<file path="src/rtl/string_char_streamer.sv">
// Fetches one packed string from the display string ROM and streams its
// characters leftmost-first to the glyph renderer, optionally trimming trailing blanks.
module string_char_streamer #(
  parameter int CHAR_WIDTH = 5,
  parameter int STRING_NUM = 7,
  parameter int MAX_CHAR   = 11,
  parameter int SPACE_CODE = 28,
  localparam int AW        = $clog2(STRING_NUM + 1)
) (
  input  logic                           clk,
  input  logic                           rst_n,
  input  logic                           req_valid,
  output logic                           req_ready,
  input  logic [AW-1:0]                  req_addr,
  input  logic                           req_trim,
  output logic [AW-1:0]                  rom_addr,
  input  logic [CHAR_WIDTH*MAX_CHAR-1:0] rom_data,
  output logic                           char_valid,
  input  logic                           char_ready,
  output logic [CHAR_WIDTH-1:0]          char_code,
  output logic [3:0]                     char_idx,
  output logic                           char_last,
  output logic                           done,
  output logic                           err
);

  // Handshakes: a transfer happens on any rising edge where valid && ready;
  // valid-side payload holds stable until that edge.

  localparam int SW = CHAR_WIDTH * MAX_CHAR;
  localparam logic [AW-1:0]         NUM_STR = AW'(STRING_NUM);
  localparam logic [3:0]            MAX_LEN = 4'(MAX_CHAR);
  localparam logic [CHAR_WIDTH-1:0] SPACE   = CHAR_WIDTH'(SPACE_CODE);

  typedef enum logic [1:0] {IDLE, LOAD, STREAM} state_t;

  state_t        state, state_next;
  logic [SW-1:0] holding;
  logic [3:0]    idx, len, trim_len, load_len;
  logic          trim;
  logic          addr_ok;

  assign addr_ok  = (req_addr < NUM_STR);
  assign load_len = trim ? trim_len : MAX_LEN;

  // Length up to and including the last non-blank character; interior blanks count.
  always_comb begin
    trim_len = '0;
    for (int i = 0; i < MAX_CHAR; i++) begin
      if (rom_data[(MAX_CHAR-1-i)*CHAR_WIDTH +: CHAR_WIDTH] != SPACE) trim_len = 4'(i + 1);
    end
  end

  always_comb begin
    state_next = state;
    req_ready  = 1'b0;
    char_valid = 1'b0;
    char_code  = '0;
    char_idx   = '0;
    char_last  = 1'b0;
    case (state)
      IDLE: begin
        req_ready = rst_n;
        if (req_valid && addr_ok) state_next = LOAD;
      end
      LOAD: state_next = (load_len == 4'd0) ? IDLE : STREAM;
      STREAM: begin
        char_valid = 1'b1;
        char_code  = holding[SW-1 -: CHAR_WIDTH];
        char_idx   = idx;
        char_last  = (idx == len - 4'd1);
        if (char_ready && char_last) state_next = IDLE;
      end
      default: state_next = IDLE;
    endcase
  end

  // The holding register shifts left on each handshake so the current
  // character always sits in the MSBs.
  always_ff @(posedge clk) begin
    if (!rst_n) begin
      state    <= IDLE;
      rom_addr <= '0;
      trim     <= 1'b0;
      holding  <= '0;
      idx      <= '0;
      len      <= '0;
      done     <= 1'b0;
      err      <= 1'b0;
    end else begin
      state <= state_next;
      done  <= 1'b0;
      err   <= 1'b0;
      case (state)
        IDLE: begin
          if (req_valid) begin
            if (addr_ok) begin
              rom_addr <= req_addr;
              trim     <= req_trim;
            end else begin
              err <= 1'b1;
            end
          end
        end
        LOAD: begin
          holding <= rom_data;
          len     <= load_len;
          idx     <= '0;
          if (load_len == 4'd0) done <= 1'b1;
        end
        STREAM: begin
          if (char_ready) begin
            if (char_last) begin
              done <= 1'b1;
            end else begin
              idx     <= idx + 4'd1;
              holding <= holding << CHAR_WIDTH;
            end
          end
        end
        default: ;
      endcase
    end
  end

endmodule

</file>
<file path="config.mk">
export PLATFORM = sky130hd
export DESIGN_NAME = string_char_streamer
export DESIGN_NICKNAME = d
export VERILOG_FILES = /design/src/rtl/string_char_streamer.sv
export SDC_FILE = /design/constraint.sdc
export NUM_CORES = 1
export LEC_CHECK = 0
export ABC_AREA = 0
export CAP_MARGIN = 20
export CORE_ASPECT_RATIO = 0.75
export CORE_MARGIN = 2
export CORE_UTILIZATION = 38
export CTS_CLUSTER_SIZE = 16
export DETAILED_ROUTE_END_ITERATION = 7
export PLACE_DENSITY = 0.61
export SLEW_MARGIN = 20
export SYNTH_ARGS = -nofsm -noshare
export SYNTH_HDL_FRONTEND = slang
export SYNTH_SLANG_ARGS = --single-unit
</file>
<file path="constraint.sdc">
create_clock -name clk -period 2.6 [get_ports clk]
set_input_delay 0.52 -clock clk [delete_from_list [all_inputs] [get_ports clk]]
set_output_delay 0.52 -clock clk [all_outputs]
set_load 0.02 [all_outputs]
</file>
==> metrics <==
status complete, no violations; fin. max-slew vios 0; unrepaired setup endpoints after global routing false; Buf+Inv Stages, Crit Path 2; WHS Path Cells 1; top post-synthesis cells by count 71 x dfxtp_1, 61 x nand2_1, 55 x mux2i_1, 51 x o211a_1, 16 x clkbuf_1; Post-Route WL 8620 um; min Tclk post-route 2.47 ns; cell row count 31; post-detailed-route DRC marker count 0; CTS root buf clkbuf_16; Post-Synthesis Cells 382; Synth Flop Type dfxtp_1; final non-filler cell total 594; syn avg cell area 9.61 um2; worst hold path endpoint holding[50]; Setup crit end kind primary output; Placed Cells 578; filler instances 919; Worst Reg-to-Reg Cells 10; setup TNS 0 ns; Fin. Hold Viols 0; fin nets 525; largest net degree at the start of global routing 70; Syn Std Cell Area 0.00367 mm2; Seq/Total Area, Yosys 0.387; routed wire length per instance 14.5 um; CP peak stage delay 0.62 ns; cell family with most CP delay buffers and inverters; initial antenna violation count 0; CP max stage cell clkdlybuf4s50_1; relative slew slack 0.540; die width 118 um; cts hold-fix bufs 0; Final GP Congestion 0.780; io pins 80; Storage cell area 0.00142 mm2; footprint of the multi-input gates 0.00206 mm2; vias in the first global route 2,778; hold_sp holding[50]; critical path peak fanout 25; Yosys top cell by area dfxtp_1; actual slew at the worst max-slew pin 0.690 ns; Die Ht 89.1 um; Vias/cell 5.14; Clock Skews 0.00488 ns; Synth Net Count 450; worst r2r src len[0]; Peak supply drop 521 uV; R2R setup slack 0.40 ns; first-pass GRT wire length 14,100 um; Arr. time, crit path 1.95 ns; die area 0.0105 mm2; hpwl dp 6150 um; core footprint 0.00954 mm2; Achievable Freq 404 MHz; Post-synth EDFFs 0; reg2reg end holding[38]; Final ANT Viol Nets 0; ANT cells 0; Initial Util 0.385; HP Class reg -> reg; Clock transition at path regs 0.06 ns; CTS HTree Levels 3; CTS Buf Count 9; Pwr Density 971 mW/mm2; number of DRC markers in iteration 0 122; synth warn 0; Cell Chain, Critical Path inv_1 -> ha_4 -> and2_1 -> clkdlybuf4s50_1; Critical Path Source Type flop; ys async rst share 0; MaxCap Viol Count 0; Clock Path Buffers 2; share of layout cells above drive strength 1 0.0779; number of synthesized register bits 71; Setup violations, final 0; Layout area overhead 32.6%; critical path type reg -> out; CTS sink cnt 71; CTS tree built; all-layer global routing usage 0.171; Final period util 0.952; synth unique cells 41; vias post-DR 3,055; worst path required time 2.08 ns; GRT overflow 0; top-area cell type share of the netlist area 0.387; PortBufs 79; TritonRoute pass-1 iters 5; most frequent cell after synthesis dfxtp_1; clk_lat worst skew 0.33 ns; Synth area leaders dfxtp_1 39%, mux2i_1 15%, o211a_1 14%, nand2_1 6.2%, buf_6 3.1%; Leakage 2.19 nW
-- per-layer routing --
layer	vias up	share of wire	GRT usage	routed length, um
met5	-	0	0	0
met4	0	0.0081	0.0559	70
met3	6	0.054	0.0504	465
met2	73	0.43	0.257	3720
met1	1436	0.51	0.237	4360
li1	1540	-	-	-
-- report_power, final --
part	internal, mW	leakage, nW	switching (mW)
logic	0.809	1.45	0.905
registers	1.52	0.584	0.231
clock network	0.817	0.156	0.445
total	3.15	2.19	1.58
-- worst register-to-register path, delay by kind of cell, from the launching register on --
kind / cells / cell delay (ns)
adder cells (fa/ha/maj): 1 / 0.20
XOR/XNOR: 2 / 0.37
buffers and inverters: 3 / 0.66
AND/OR/NAND/NOR: 2 / 0.24
flip-flops: 1 / 0.33
AO/OA/AOI/OAI: 2 / 0.31
-- through the flow --
stage          power [mW]  worst slack [ns]  cell area [um2]   util  hold slack (ns)
2_1_floorplan        3.18             0.152             3670      -            0.463
3_3_place_gp         3.44            0.0163             4560  0.478            0.473
3_5_place_dp         3.49            0.0115             4560  0.478            0.479
4_1_cts              4.78             0.109             4870  0.510            0.492
5_1_grt              5.04            0.0419             4870  0.510            0.498
6_report             4.73             0.125             4870  0.510            0.488
-- timing repair --
action / in CTS / in global routing
resized for setup: 1 / 0
setup endpoints to repair: 1 / 0
buffers inserted: 0 / 0
-- cell type report --
class / count / share of cell area
inverters: 7 / 0.00540
flip-flops and latches: 71 / 0.292
clock inverters: 3 / 0.00822
repair buffers: 92 / 0.181
multi-input cells: 276 / 0.424
well taps: 132 / 0.0339
clock buffers: 13 / 0.0555
-- worst max path at each step --
stage,startpoint,to,slack (ns),cells after the start
after global placement,rom_data[46],done,0.02,6
after global routing,len[0],char_last,0.04,6
after floorplan,state[0],char_last,0.15,6
after CTS,state[0],char_code[4],0.11,4
final,state[0],char_code[4],0.13,4
after detailed placement,rom_data[46],done,0.01,6
-- cell families after synthesis --
| group | synth area share |
|---|---|
| and+or+nand+nor | 0.182 |
| AOI/OAI and AO/OA | 0.193 |
| DFF | 0.387 |
| muxes | 0.150 |
| buffers and inverters | 0.0566 |
| xor gates and xnor gates | 0.0143 |
| adders and majority gates | 0.0170 |
-- state kept, by name (all words and copies together), names as in the netlist --
register and cells:
idx 4, trim 1, state 2, len 4, rom_addr 3, done 1, holding 55, err 1
-- cell usage in the layout (no fill, tap or decap), types with 2 or more instances in the layout --
cell / instances
clkdlybuf4s50_1: 77
clkbuf_16: 9
nand4_1: 5
o211a_1: 51
nor2b_1: 10
o21ai_0: 5
nand2b_1: 2
ha_1: 4
nor2_1: 13
inv_1: 7
a21oi_1: 3
clkbuf_8: 3
mux2i_1: 55
nand4b_1: 8
buf_4: 13
a21boi_0: 3
a22oi_1: 5
xnor2_1: 6
clkinv_2: 2
or3_1: 4
dfxtp_1: 71
o21a_1: 2
nand3_1: 10
nand2_1: 61
and2_1: 11
Power figures use the tool's default switching activity.
